### src/rtl/decode_pkg.sv
// Shared encodings for the RV32I decode-control stage: opcodes, ALU codes,
// result/immediate selectors and the per-entry control record.
package decode_pkg;

    localparam logic [6:0] OP_LOAD   = 7'b0000011;
    localparam logic [6:0] OP_STORE  = 7'b0100011;
    localparam logic [6:0] OP_RTYPE  = 7'b0110011;
    localparam logic [6:0] OP_IALU   = 7'b0010011;
    localparam logic [6:0] OP_BRANCH = 7'b1100011;
    localparam logic [6:0] OP_JAL    = 7'b1101111;
    localparam logic [6:0] OP_JALR   = 7'b1100111;
    localparam logic [6:0] OP_LUI    = 7'b0110111;
    localparam logic [6:0] OP_AUIPC  = 7'b0010111;

    typedef enum logic [3:0] {
        ALU_ADD  = 4'd0,
        ALU_SUB  = 4'd1,
        ALU_AND  = 4'd2,
        ALU_OR   = 4'd3,
        ALU_XOR  = 4'd4,
        ALU_SLT  = 4'd5,
        ALU_SLTU = 4'd6,
        ALU_SLL  = 4'd7,
        ALU_SRL  = 4'd8,
        ALU_SRA  = 4'd9
    } alu_op_e;

    typedef enum logic [1:0] {
        RES_ALU = 2'b00,
        RES_MEM = 2'b01,
        RES_PC4 = 2'b10,
        RES_IMM = 2'b11
    } res_src_e;

    typedef enum logic [2:0] {
        IMM_I = 3'b000,
        IMM_S = 3'b001,
        IMM_B = 3'b010,
        IMM_J = 3'b011,
        IMM_U = 3'b100
    } imm_src_e;

    typedef struct packed {
        logic [31:0] instr;
        logic        reg_write;
        logic        mem_write;
        logic        branch;
        logic        jump;
        logic        jalr;
        logic        alu_src_a;
        logic        alu_src_b;
        res_src_e    result_src;
        imm_src_e    imm_src;
        alu_op_e     alu_ctrl;
        logic [2:0]  br_funct3;
        logic        illegal;
    } ctrl_t;

    // Only R-type may turn funct3=000 into SUB; shifts honour funct7[5] for both forms.
    function automatic alu_op_e alu_from_funct3(input logic [2:0] funct3,
                                                input logic       funct7_b5,
                                                input logic       is_rtype);
        alu_op_e op;
        case (funct3)
            3'b000:  op = (is_rtype && funct7_b5) ? ALU_SUB : ALU_ADD;
            3'b001:  op = ALU_SLL;
            3'b010:  op = ALU_SLT;
            3'b011:  op = ALU_SLTU;
            3'b100:  op = ALU_XOR;
            3'b101:  op = funct7_b5 ? ALU_SRA : ALU_SRL;
            3'b110:  op = ALU_OR;
            default: op = ALU_AND;
        endcase
        return op;
    endfunction

endpackage

### src/rtl/decode_ctrl_pipe_if.sv
// Decode-to-Execute handshake bundle; slave is the pipe stage, master the driver/observer.
interface decode_ctrl_pipe_if #(
    parameter int XLEN       = 32,
    parameter int ALU_CTRL_W = 4,
    parameter int CNT_W      = 16
);
    logic                  flush;
    logic                  in_valid;
    logic                  in_ready;
    logic [31:0]           instr_d;
    logic [XLEN-1:0]       pc_d;
    logic                  out_valid;
    logic                  out_ready;
    logic [31:0]           instr_e;
    logic [XLEN-1:0]       pc_e;
    logic                  reg_write_e;
    logic                  mem_write_e;
    logic                  branch_e;
    logic                  jump_e;
    logic                  jalr_e;
    logic                  alu_src_a_e;
    logic                  alu_src_b_e;
    logic [1:0]            result_src_e;
    logic [2:0]            imm_src_e;
    logic [ALU_CTRL_W-1:0] alu_ctrl_e;
    logic [2:0]            br_funct3_e;
    logic                  illegal_e;
    logic [CNT_W-1:0]      illegal_cnt;

    modport slave (
        input  flush, in_valid, instr_d, pc_d, out_ready,
        output in_ready, out_valid, instr_e, pc_e,
               reg_write_e, mem_write_e, branch_e, jump_e, jalr_e,
               alu_src_a_e, alu_src_b_e, result_src_e, imm_src_e,
               alu_ctrl_e, br_funct3_e, illegal_e, illegal_cnt
    );

    modport master (
        output flush, in_valid, instr_d, pc_d, out_ready,
        input  in_ready, out_valid, instr_e, pc_e,
               reg_write_e, mem_write_e, branch_e, jump_e, jalr_e,
               alu_src_a_e, alu_src_b_e, result_src_e, imm_src_e,
               alu_ctrl_e, br_funct3_e, illegal_e, illegal_cnt
    );
endinterface

### src/rtl/rv32i_ctrl_dec.sv
// Pure combinational RV32I base-opcode decoder: instruction word to one control record.
module rv32i_ctrl_dec
    import decode_pkg::*;
(
    input  logic [31:0] instr_i,
    output ctrl_t       ctrl_o
);
    logic [6:0] opcode;
    logic [2:0] funct3;
    logic       funct7_b5;

    assign opcode    = instr_i[6:0];
    assign funct3    = instr_i[14:12];
    assign funct7_b5 = instr_i[30];

    always_comb begin
        // NOTE: every field gets a default before the case, so no path can infer a latch.
        ctrl_o       = '0;
        ctrl_o.instr = instr_i;
        case (opcode)
            OP_LOAD: begin
                ctrl_o.reg_write  = 1'b1;
                ctrl_o.alu_src_b  = 1'b1;
                ctrl_o.result_src = RES_MEM;
                ctrl_o.imm_src    = IMM_I;
                ctrl_o.alu_ctrl   = ALU_ADD;
            end
            OP_STORE: begin
                ctrl_o.mem_write = 1'b1;
                ctrl_o.alu_src_b = 1'b1;
                ctrl_o.imm_src   = IMM_S;
                ctrl_o.alu_ctrl  = ALU_ADD;
            end
            OP_RTYPE: begin
                ctrl_o.reg_write = 1'b1;
                ctrl_o.alu_ctrl  = alu_from_funct3(funct3, funct7_b5, 1'b1);
            end
            OP_IALU: begin
                ctrl_o.reg_write = 1'b1;
                ctrl_o.alu_src_b = 1'b1;
                ctrl_o.imm_src   = IMM_I;
                ctrl_o.alu_ctrl  = alu_from_funct3(funct3, funct7_b5, 1'b0);
            end
            OP_BRANCH: begin
                ctrl_o.branch    = 1'b1;
                ctrl_o.imm_src   = IMM_B;
                ctrl_o.br_funct3 = funct3;
                ctrl_o.alu_ctrl  = !funct3[2] ? ALU_SUB : (funct3[1] ? ALU_SLTU : ALU_SLT);
            end
            OP_JAL: begin
                ctrl_o.reg_write  = 1'b1;
                ctrl_o.jump       = 1'b1;
                ctrl_o.result_src = RES_PC4;
                ctrl_o.imm_src    = IMM_J;
            end
            OP_JALR: begin
                ctrl_o.reg_write  = 1'b1;
                ctrl_o.jump       = 1'b1;
                ctrl_o.jalr       = 1'b1;
                ctrl_o.alu_src_b  = 1'b1;
                ctrl_o.result_src = RES_PC4;
                ctrl_o.imm_src    = IMM_I;
                ctrl_o.alu_ctrl   = ALU_ADD;
            end
            OP_LUI: begin
                ctrl_o.reg_write  = 1'b1;
                ctrl_o.result_src = RES_IMM;
                ctrl_o.imm_src    = IMM_U;
            end
            OP_AUIPC: begin
                ctrl_o.reg_write = 1'b1;
                ctrl_o.alu_src_a = 1'b1;
                ctrl_o.alu_src_b = 1'b1;
                ctrl_o.imm_src   = IMM_U;
                ctrl_o.alu_ctrl  = ALU_ADD;
            end
            default: ctrl_o.illegal = 1'b1;
        endcase
    end
endmodule

### src/rtl/decode_ctrl_pipe.sv
// Registered decode-control stage with a 2-entry skid buffer, flush and handshake.
// Optional DECODE_ILLEGAL_TRAP_EN enables illegal_e reporting and the saturating illegal_cnt.
module decode_ctrl_pipe
    import decode_pkg::*;
#(
    parameter int XLEN       = 32,
    parameter int ALU_CTRL_W = 4,
    parameter int CNT_W      = 16
) (
    input logic               clk,
    input logic               rst,
    decode_ctrl_pipe_if.slave bus
);
`ifdef DECODE_ILLEGAL_TRAP_EN
    localparam bit TRAP_EN = 1'b1;
`else
    localparam bit TRAP_EN = 1'b0;
`endif

    ctrl_t           dec_ctrl;
    ctrl_t           wr_ctrl;
    ctrl_t           slot0_q, slot0_d, slot1_q, slot1_d;
    logic [XLEN-1:0] pc0_q, pc0_d, pc1_q, pc1_d;
    logic [1:0]      count_q, count_d;
    logic            push, pop;

    rv32i_ctrl_dec u_dec (
        .instr_i (bus.instr_d),
        .ctrl_o  (dec_ctrl)
    );

    always_comb begin
        wr_ctrl         = dec_ctrl;
        wr_ctrl.illegal = TRAP_EN && dec_ctrl.illegal;
    end

    assign bus.in_ready  = (count_q != 2'd2);
    assign bus.out_valid = (count_q != 2'd0);
    assign push          = bus.in_valid && bus.in_ready;
    assign pop           = bus.out_ready && bus.out_valid;

    always_comb begin
        count_d = count_q;
        slot0_d = slot0_q;
        slot1_d = slot1_q;
        pc0_d   = pc0_q;
        pc1_d   = pc1_q;
        if (bus.flush) begin
            count_d = 2'd0;
        end else begin
            case (count_q)
                2'd0: if (push) begin
                    slot0_d = wr_ctrl;
                    pc0_d   = bus.pc_d;
                    count_d = 2'd1;
                end
                2'd1: begin
                    if (push && pop) begin
                        slot0_d = wr_ctrl;
                        pc0_d   = bus.pc_d;
                    end else if (push) begin
                        slot1_d = wr_ctrl;
                        pc1_d   = bus.pc_d;
                        count_d = 2'd2;
                    end else if (pop) begin
                        count_d = 2'd0;
                    end
                end
                default: if (pop) begin
                    slot0_d = slot1_q;
                    pc0_d   = pc1_q;
                    count_d = 2'd1;
                end
            endcase
        end
    end

    // NOTE: the buffer slots are reset as well, because every _e output must read 0 out of reset.
    always_ff @(posedge clk or posedge rst) begin
        if (rst) begin
            count_q <= 2'd0;
            slot0_q <= '0;
            slot1_q <= '0;
            pc0_q   <= '0;
            pc1_q   <= '0;
        end else begin
            // NOTE: non-blocking updates so every register samples pre-edge values.
            count_q <= count_d;
            slot0_q <= slot0_d;
            slot1_q <= slot1_d;
            pc0_q   <= pc0_d;
            pc1_q   <= pc1_d;
        end
    end

    assign bus.instr_e      = slot0_q.instr;
    assign bus.pc_e         = pc0_q;
    assign bus.reg_write_e  = slot0_q.reg_write;
    assign bus.mem_write_e  = slot0_q.mem_write;
    assign bus.branch_e     = slot0_q.branch;
    assign bus.jump_e       = slot0_q.jump;
    assign bus.jalr_e       = slot0_q.jalr;
    assign bus.alu_src_a_e  = slot0_q.alu_src_a;
    assign bus.alu_src_b_e  = slot0_q.alu_src_b;
    assign bus.result_src_e = slot0_q.result_src;
    assign bus.imm_src_e    = slot0_q.imm_src;
    assign bus.alu_ctrl_e   = ALU_CTRL_W'(slot0_q.alu_ctrl);
    assign bus.br_funct3_e  = slot0_q.br_funct3;
    assign bus.illegal_e    = slot0_q.illegal;

`ifdef DECODE_ILLEGAL_TRAP_EN
    logic [CNT_W-1:0] illegal_cnt_q;

    // A flushed push never lands in the buffer, so it must not be counted either.
    always_ff @(posedge clk or posedge rst) begin
        if (rst) begin
            illegal_cnt_q <= '0;
        end else if (push && !bus.flush && dec_ctrl.illegal && (illegal_cnt_q != '1)) begin
            illegal_cnt_q <= illegal_cnt_q + 1'b1;
        end
    end

    assign bus.illegal_cnt = illegal_cnt_q;
`else
    assign bus.illegal_cnt = '0;
`endif
endmodule

### src/flat_wrapper.sv
// flat-port wrapper written by rule: the top's interface ports become plain ports
module decode_ctrl_pipe_flat import decode_pkg::*;
#(
    parameter int XLEN       = 32,
    parameter int ALU_CTRL_W = 4,
    parameter int CNT_W      = 16
)
  (clk, rst, bus_flush, bus_in_valid, bus_instr_d, bus_pc_d, bus_out_ready, bus_in_ready, bus_out_valid, bus_instr_e, bus_pc_e, bus_reg_write_e, bus_mem_write_e, bus_branch_e, bus_jump_e, bus_jalr_e, bus_alu_src_a_e, bus_alu_src_b_e, bus_result_src_e, bus_imm_src_e, bus_alu_ctrl_e, bus_br_funct3_e, bus_illegal_e, bus_illegal_cnt);
  decode_ctrl_pipe_if #(.XLEN(XLEN), .ALU_CTRL_W(ALU_CTRL_W), .CNT_W(CNT_W)) bus_i ();
  input logic clk;
  input logic rst;
  input wire logic [$bits(bus_i.flush)-1:0] bus_flush;
  input wire logic [$bits(bus_i.in_valid)-1:0] bus_in_valid;
  input wire logic [$bits(bus_i.instr_d)-1:0] bus_instr_d;
  input wire logic [$bits(bus_i.pc_d)-1:0] bus_pc_d;
  input wire logic [$bits(bus_i.out_ready)-1:0] bus_out_ready;
  output wire logic [$bits(bus_i.in_ready)-1:0] bus_in_ready;
  output wire logic [$bits(bus_i.out_valid)-1:0] bus_out_valid;
  output wire logic [$bits(bus_i.instr_e)-1:0] bus_instr_e;
  output wire logic [$bits(bus_i.pc_e)-1:0] bus_pc_e;
  output wire logic [$bits(bus_i.reg_write_e)-1:0] bus_reg_write_e;
  output wire logic [$bits(bus_i.mem_write_e)-1:0] bus_mem_write_e;
  output wire logic [$bits(bus_i.branch_e)-1:0] bus_branch_e;
  output wire logic [$bits(bus_i.jump_e)-1:0] bus_jump_e;
  output wire logic [$bits(bus_i.jalr_e)-1:0] bus_jalr_e;
  output wire logic [$bits(bus_i.alu_src_a_e)-1:0] bus_alu_src_a_e;
  output wire logic [$bits(bus_i.alu_src_b_e)-1:0] bus_alu_src_b_e;
  output wire logic [$bits(bus_i.result_src_e)-1:0] bus_result_src_e;
  output wire logic [$bits(bus_i.imm_src_e)-1:0] bus_imm_src_e;
  output wire logic [$bits(bus_i.alu_ctrl_e)-1:0] bus_alu_ctrl_e;
  output wire logic [$bits(bus_i.br_funct3_e)-1:0] bus_br_funct3_e;
  output wire logic [$bits(bus_i.illegal_e)-1:0] bus_illegal_e;
  output wire logic [$bits(bus_i.illegal_cnt)-1:0] bus_illegal_cnt;
  assign bus_i.flush = bus_flush;
  assign bus_i.in_valid = bus_in_valid;
  assign bus_i.instr_d = bus_instr_d;
  assign bus_i.pc_d = bus_pc_d;
  assign bus_i.out_ready = bus_out_ready;
  assign bus_in_ready = bus_i.in_ready;
  assign bus_out_valid = bus_i.out_valid;
  assign bus_instr_e = bus_i.instr_e;
  assign bus_pc_e = bus_i.pc_e;
  assign bus_reg_write_e = bus_i.reg_write_e;
  assign bus_mem_write_e = bus_i.mem_write_e;
  assign bus_branch_e = bus_i.branch_e;
  assign bus_jump_e = bus_i.jump_e;
  assign bus_jalr_e = bus_i.jalr_e;
  assign bus_alu_src_a_e = bus_i.alu_src_a_e;
  assign bus_alu_src_b_e = bus_i.alu_src_b_e;
  assign bus_result_src_e = bus_i.result_src_e;
  assign bus_imm_src_e = bus_i.imm_src_e;
  assign bus_alu_ctrl_e = bus_i.alu_ctrl_e;
  assign bus_br_funct3_e = bus_i.br_funct3_e;
  assign bus_illegal_e = bus_i.illegal_e;
  assign bus_illegal_cnt = bus_i.illegal_cnt;
  decode_ctrl_pipe #(.XLEN(XLEN), .ALU_CTRL_W(ALU_CTRL_W), .CNT_W(CNT_W)) u_core (.clk(clk), .rst(rst), .bus(bus_i));
endmodule
### config.mk
export PLATFORM = sky130hd
export DESIGN_NAME = decode_ctrl_pipe_flat
export DESIGN_NICKNAME = d
export VERILOG_FILES = /design/src/rtl/decode_pkg.sv /design/src/rtl/decode_ctrl_pipe_if.sv /design/src/rtl/rv32i_ctrl_dec.sv /design/src/rtl/decode_ctrl_pipe.sv /design/src/flat_wrapper.sv
export SDC_FILE = /design/constraint.sdc
export NUM_CORES = 1
export LEC_CHECK = 0
export ABC_AREA = 1
export CAP_MARGIN = 10
export CELL_PAD_IN_SITES_DETAIL_PLACEMENT = 0
export CELL_PAD_IN_SITES_GLOBAL_PLACEMENT = 1
export CORE_ASPECT_RATIO = 1.75
export CORE_UTILIZATION = 37
export DETAILED_ROUTE_END_ITERATION = 7
export GPL_TIMING_DRIVEN = 0
export PLACE_DENSITY_LB_ADDON = 0.25
export SLEW_MARGIN = 20
export SYNTH_ARGS = -nofsm -noshare
export SYNTH_HDL_FRONTEND = slang
export SYNTH_SLANG_ARGS = --single-unit
### constraint.sdc
create_clock -name clk -period 7 [get_ports clk]
set_input_delay 0.7 -clock clk [delete_from_list [all_inputs] [get_ports clk]]
set_output_delay 0.7 -clock clk [all_outputs]
set_load 0.01 [all_outputs]
==> metrics.cfg, run 1 <==
[hold_path]
holdPathStages=2
hold_class=reg -> reg
holdPathEnd=u_core.slot1_q[44]$_DFFE_PP0P_
hold_path_startpoint=u_core.slot1_q[44]$_DFFE_PP0P_

[route]
detail-route-antenna-nets=0
wirelength_um=22200
route.detailed.vias_per_inst=4.88
post_drt_wl_per_cell_um=16.4
via_count=6583
drt_iter0_drc=354
drt_pass1_iterations=7
route.detailed.drc=0

[power_and_ir_drop]
power_density_nw_per_um2=415
cellLeakagePower_nw=4.77
peakVddDrop_mv=0.185
post_route_total_power_mw=4.12

[outcome]
run_status=completed

[run]
maxCapViolations=0

[sta]
final-hold-violation-count=0
slew_viol_final=0
timing.hold.ws_ns=0.478
fin_tns_setup_ns=0
fin_crit_sh=0.388
final-setup-viol-count=0
grt_setup_unrepaired=false
max_slew.worst_pin.slew_ns=0.742
slew_headroom=0.505
fmax_ghz=0.368
min_period_ns=2.72
fin_worst_skew_ns=0.00885
setup_ws_ns=4.28

[die]
placement_rows=68
die-width_um=109
initial_core_util=0.378
io_pins=171
die-height_um=189
die_area_sq_um=20600
total_core_area_sq_um=19700

[placement]
gp_routability_congestion=0.846
detailed_place_hpwl_um=15900
port_buffers=151
dpl_worst_slack_ns=4.37

[clock_tree]
cts-hold-fix-buffers=0
cts.path.max_buffers=2
post_cts_resized=0
clkTransAtPathRegs_ns=0.06
clock_latency_of_the_later_clocked_register_in_the_worst_skew_pair_ns=0.42
clock_tree_from_tritoncts=built
postCtsSetupBuffers=0
clock_sinks=168
clock_tree.htree_level_count=4
cts-buffers-inserted=17
clock_tree.root_cell=clkbuf_16

[synthesis]
syn-instance-count=910
synth_cell_type_count=26
synth_warnings=0
postSynthAreaPerCell_sq_um=8.15
post_synthesis_cell_area_sq_um=7420
number_of_synthesized_register_bits=168
fraction_of_the_yosys_area_taken_by_sequential_cells=0.567

[critical_path]
path_cells=buf_4, clkbuf_1, nand2_1, clkdlybuf4s50_1
path_max_fanout=10
max_stage_delay_ns=0.51
destination_of_the_worst_register_to_register_timing_path=u_core.bus.instr_e[9]$_DFFE_PP0P_
arrival_ns=2.02
critical_path_class=reg -> out
timing.critical_path.to_type=output port
startpoint=u_core.count_q[1]$_DFFE_PP0P_
worst_setup_path_start_kind=flop
crit_path_top_delay_cell=clkdlybuf4s50_1
timing.reg2reg.setup_slack_ns=5.16
required_time_at_the_endpoint_of_the_critical_path_ns=6.30
regToRegStartpoint=u_core.count_q[1]$_DFFE_PP0P_
r2r_cells=9

[final_layout]
drive_gt1_frac=0.0742
layout.cells.most_common=nand2_1
fin_nets=1166
area_growth_synth_to_finish_pct=34.0
antenna_cells_inserted=0
nFillCells=1904
mostFrequentLayoutCells=nand2_1 (401), dfrtp_1 (168), clkdlybuf4s50_1 (151)

[global_routing]
grt_first_pass_wirelength_um=34600
grt_overflow=0
grt_antenna_before_repair=0
grt_start_max_net_pins=100
grt_pass1_vias=6351
gr-usage-all-layers=0.225

[how the worst max path moves through the flow]
| stage | end | slack, ns | cells after the start |
|---|---|---|---|
| global placement | u_core.bus.instr_e[12]$_DFFE_PP0P_ | -0.92 | 2 |
| detailed placement | u_core.bus.alu_ctrl_e[2]$_DFFE_PP0P_ | 4.37 | 8 |
| floorplan | u_core.bus.alu_ctrl_e[0]$_DFFE_PP0P_ | 1.75 | 1 |
| CTS | bus_in_ready | 4.25 | 4 |
| finish | bus_in_ready | 4.28 | 4 |
| global route | bus_in_ready | 4.17 | 4 |
[registers in the layout, summed over array words and instances (netlist names), 2 cells and up]
register	cells
u_core.bus.alu_ctrl_e	4
u_core.bus.br_funct3_e	3
u_core.bus.imm_src_e	3
u_core.bus.instr_e	32
u_core.bus.pc_e	32
u_core.bus.result_src_e	2
u_core.count_q	2
u_core.pc1_q	32
u_core.slot1_q	51
[report_power, final]
part / switching, mW / internal [mW] / total [mW]
Sequential: 0.231 / 1.40 / 1.63
Combinational: 0.764 / 0.735 / 1.50
Clock: 0.374 / 0.623 / 0.997
[cells by family (layout without fill, tap and decap cells)]
logic type             count (synthesis)  after routing  share of synthesized area
AND/OR/NAND/NOR                      522            522                      0.270
flip-flops                           168            168                      0.567
AO/OA/AOI/OAI                        122            122                     0.0941
buffers and inverters                 96            275                     0.0678
other                                  1             17                   0.000505
XOR/XNOR                               1              1                    0.00118
[routing by layer]
| layer | GRT usage | vias up | part of all wire | wire [um] |
|---|---|---|---|---|
| met5 | 0 | - | 0 | 0 |
| met4 | 0.0790 | 0 | 0.020 | 440 |
| met3 | 0.0327 | 31 | 0.039 | 867 |
| met2 | 0.411 | 176 | 0.54 | 12000 |
| met1 | 0.261 | 3151 | 0.40 | 8840 |
| li1 | - | 3225 | - | - |
[stage by stage]
stage / cell area (sq um) / util / instances
floorplan: 7480 / - / 926
detailed placement: 9330 / 0.475 / 1323
global placement: 9300 / 0.473 / 1322
finish: 9940 / 0.506 / 1350
CTS: 9940 / 0.506 / 1350
global route: 9940 / 0.506 / 1350
[critical path, delay by kind of cell, from the launching register on]
kind,cells,cell delay [ns]
buffers and inverters,3,1.11
DFF,1,0.32
and+or+nand+nor,1,0.17
[cell type report]
type / count / area, sq um / share of cell area
inverter: 25 / 104 / 0.0104
tap: 245 / 307 / 0.0308
clock buffer: 18 / 429 / 0.0432
multi-input combinational: 662 / 2770 / 0.279
clock inverter: 9 / 179 / 0.0180
buffer: 71 / 407 / 0.0409
timing repair buffer: 152 / 1540 / 0.155
sequential: 168 / 4200 / 0.423
[synthesized netlist by cell type, drive strengths merged]
cell type,n,share of area
nand2,403,0.20
dfrtp,168,0.57
nor2,99,0.050
a31oi,63,0.053
buf,48,0.043
a21oi,31,0.021
inv,25,0.013
o21ai,25,0.017
clkbuf,23,0.012
nand3,17,0.011
nand4,2,0.0025
a22oi,1,0.0010
conb,1,0.00051
o2111ai,1,0.0012
o21a,1,0.0010
or2,1,0.00084
xor2,1,0.0012
Note: power is estimated with default switching activity, not from simulation.
==> run 2: changes to the inputs <==
--- a/config.mk
+++ b/config.mk
@@ -10,7 +10,7 @@
 export CELL_PAD_IN_SITES_DETAIL_PLACEMENT = 0
 export CELL_PAD_IN_SITES_GLOBAL_PLACEMENT = 1
 export CORE_ASPECT_RATIO = 1.75
-export CORE_UTILIZATION = 37
+export CORE_UTILIZATION = 33
 export DETAILED_ROUTE_END_ITERATION = 7
 export GPL_TIMING_DRIVEN = 0
 export PLACE_DENSITY_LB_ADDON = 0.25
==> constraint.sdc (replaced) <==
create_clock -name clk -period 2.45 [get_ports clk]
set_input_delay 0.245 -clock clk [delete_from_list [all_inputs] [get_ports clk]]
set_output_delay 0.245 -clock clk [all_outputs]
set_load 0.01 [all_outputs]
==> metrics.cfg, run 2 (synthesis results as in run 1) <==
[outcome]
run_status=completed

[critical_path]
timing.reg2reg.setup_slack_ns=0.54
arrival_ns=1.80
required_time_at_the_endpoint_of_the_critical_path_ns=2.20
path_max_fanout=19
worst_setup_path_start_kind=flop
timing.critical_path.to_type=output port
critical_path_class=reg -> out

[route]
drt_pass1_iterations=5
route.detailed.vias_per_inst=4.61
wirelength_um=23400
routed-wl-met3_um=902
wl_met2_um=12800
wl_met1_um=9220
route.detailed.drc=0
via_count=6483
post_drt_wl_per_cell_um=16.6
drt_iter0_drc=448
route.top_layer_used=met4
detail-route-antenna-nets=0

[final_layout]
finalInstanceArea_sq_um=10100
multi_input_area_sq_um=2770
antenna_cells_inserted=0
fin_nets=1170
register_containing_the_most_flip_flops_in_the_final_layout=u_core.slot1_q
drive_gt1_frac=0.0756
area_growth_synth_to_finish_pct=35.7
seq_area_sq_um=4200
flip_flop_count_of_the_largest_register_all_copies_and_words_added=51
nFillCells=2251
layout.cells.most_common=nand2_1
mostFrequentLayoutCells=nand2_1 (401), dfrtp_1 (168), clkdlybuf4s50_1 (151)

[power_and_ir_drop]
cellLeakagePower_nw=4.80
post_route_total_power_mw=11.7
peakVddDrop_mv=0.479
sequential_share_of_power=0.398
p_clk_frac=0.233
cell_internal_pwr_mw=7.77
power_density_nw_per_um2=1160
switching_share=0.335
p_sw_mw=3.92
power.share.combinational=0.368

[clock_tree]
cts-hold-fix-buffers=0
clock_tree_from_tritoncts=built
cts.path.max_buffers=2
clock_latency_of_the_later_clocked_register_in_the_worst_skew_pair_ns=0.43
clock_tree.root_cell=clkbuf_16
cts-buffers-inserted=17
clock_sinks=168
clkTransAtPathRegs_ns=0.06
clock_tree.htree_level_count=4
postCtsSetupBuffers=0

[global_routing]
grt_antenna_before_repair=0
gr-usage-all-layers=0.215
grt_overflow=0
grt_pass1_vias=6557
grt_start_max_net_pins=32
grt_first_pass_wirelength_um=36900

[die]
io_pins=171
die-height_um=200
die-width_um=115
initial_core_util=0.336
placement_rows=72
die_area_sq_um=23100
total_core_area_sq_um=22100

[placement]
port_buffers=151
gp_routability_congestion=0.834
post_place_cell_area_sq_um=9490
detailed_place_hpwl_um=17300
dpl_worst_slack_ns=0.258

[sta]
final-hold-violation-count=0
min_period_ns=2.05
grt_setup_unrepaired=false
timing.hold.ws_ns=0.143
max_slew.worst_pin.slew_ns=0.779
final-setup-viol-count=0
fin_crit_sh=0.836
slew_headroom=0.480
fin_worst_skew_ns=0.00829
setup_ws_ns=0.402
slew_viol_final=0
fmax_ghz=0.488

[hold_path]
hold_class=in -> reg

[run]
maxCapViolations=0

run 2: final cells by class:
cell class,instances,area share
clock buffers,26,0.0486
inverters,25,0.00994
well taps,296,0.0368
plain buffers,70,0.0400
flip-flops and latches,168,0.418
clock inverters,3,0.00895
multi-input cells,662,0.275
repair buffers,157,0.163
run 2: worst max-delay path: stages (launching register included):
cell             delay, ns
dfrtp_1               0.32
buf_4                 0.27
inv_4                 0.09
nand2_2               0.10
clkdlybuf4s50_1       0.58
run 2: metal layers:
| layer | GRT usage | vias up |
|---|---|---|
| met5 | 0 | - |
| met1 | 0.244 | 3074 |
| met4 | 0.0784 | 0 |
| met3 | 0.0363 | 22 |
| met2 | 0.395 | 145 |
| li1 | - | 3242 |
run 2: worst paths after layout:
check | from | to | cells past startpoint
max | u_core.count_q[1]$_DFFE_PP0P_ | bus_out_valid | 4
min | bus_instr_d[5] | u_core.bus.instr_e[5]$_DFFE_PP0P_ | 3
max reg2reg | u_core.count_q[1]$_DFFE_PP0P_ | u_core.bus.instr_e[4]$_DFFE_PP0P_ | 8
min reg2reg | u_core.pc1_q[26]$_DFFE_PP0P_ | u_core.pc1_q[26]$_DFFE_PP0P_ | 2
max in group asynchronous | rst | u_core.pc1_q[9]$_DFFE_PP0P_ | 5
min in group asynchronous | rst | u_core.bus.instr_e[20]$_DFFE_PP0P_ | 2
run 2: timing repair:
| item | in CTS | in global routing |
|---|---|---|
| endpoints found under the setup margin | 1 | 0 |
| hold endpoints to repair | 0 | 0 |
| resized for setup | 0 | 0 |
run 2: power by group through the flow:
| stage | Clock, mW | Sequential [mW] | Combinational, mW |
|---|---|---|---|
| 6_report | 2.73 | 4.65 | 4.31 |
| 5_1_grt | 2.90 | 4.82 | 4.78 |
| 4_1_cts | 2.79 | 4.66 | 4.40 |
| 3_5_place_dp | 0 | 4.70 | 4.39 |
| 3_3_place_gp | 0 | 4.67 | 4.32 |
| 2_1_floorplan | 0 | 4.90 | 1.83 |
run 2: per-stage QoR:
stage               std cells  TNS (ns)  utilization
finish                   1407         0        0.456
global route             1407         0        0.456
CTS                      1407         0        0.456
detailed placement       1379         0        0.430
global placement         1373   -253.70        0.424
floorplan                 926         0            -
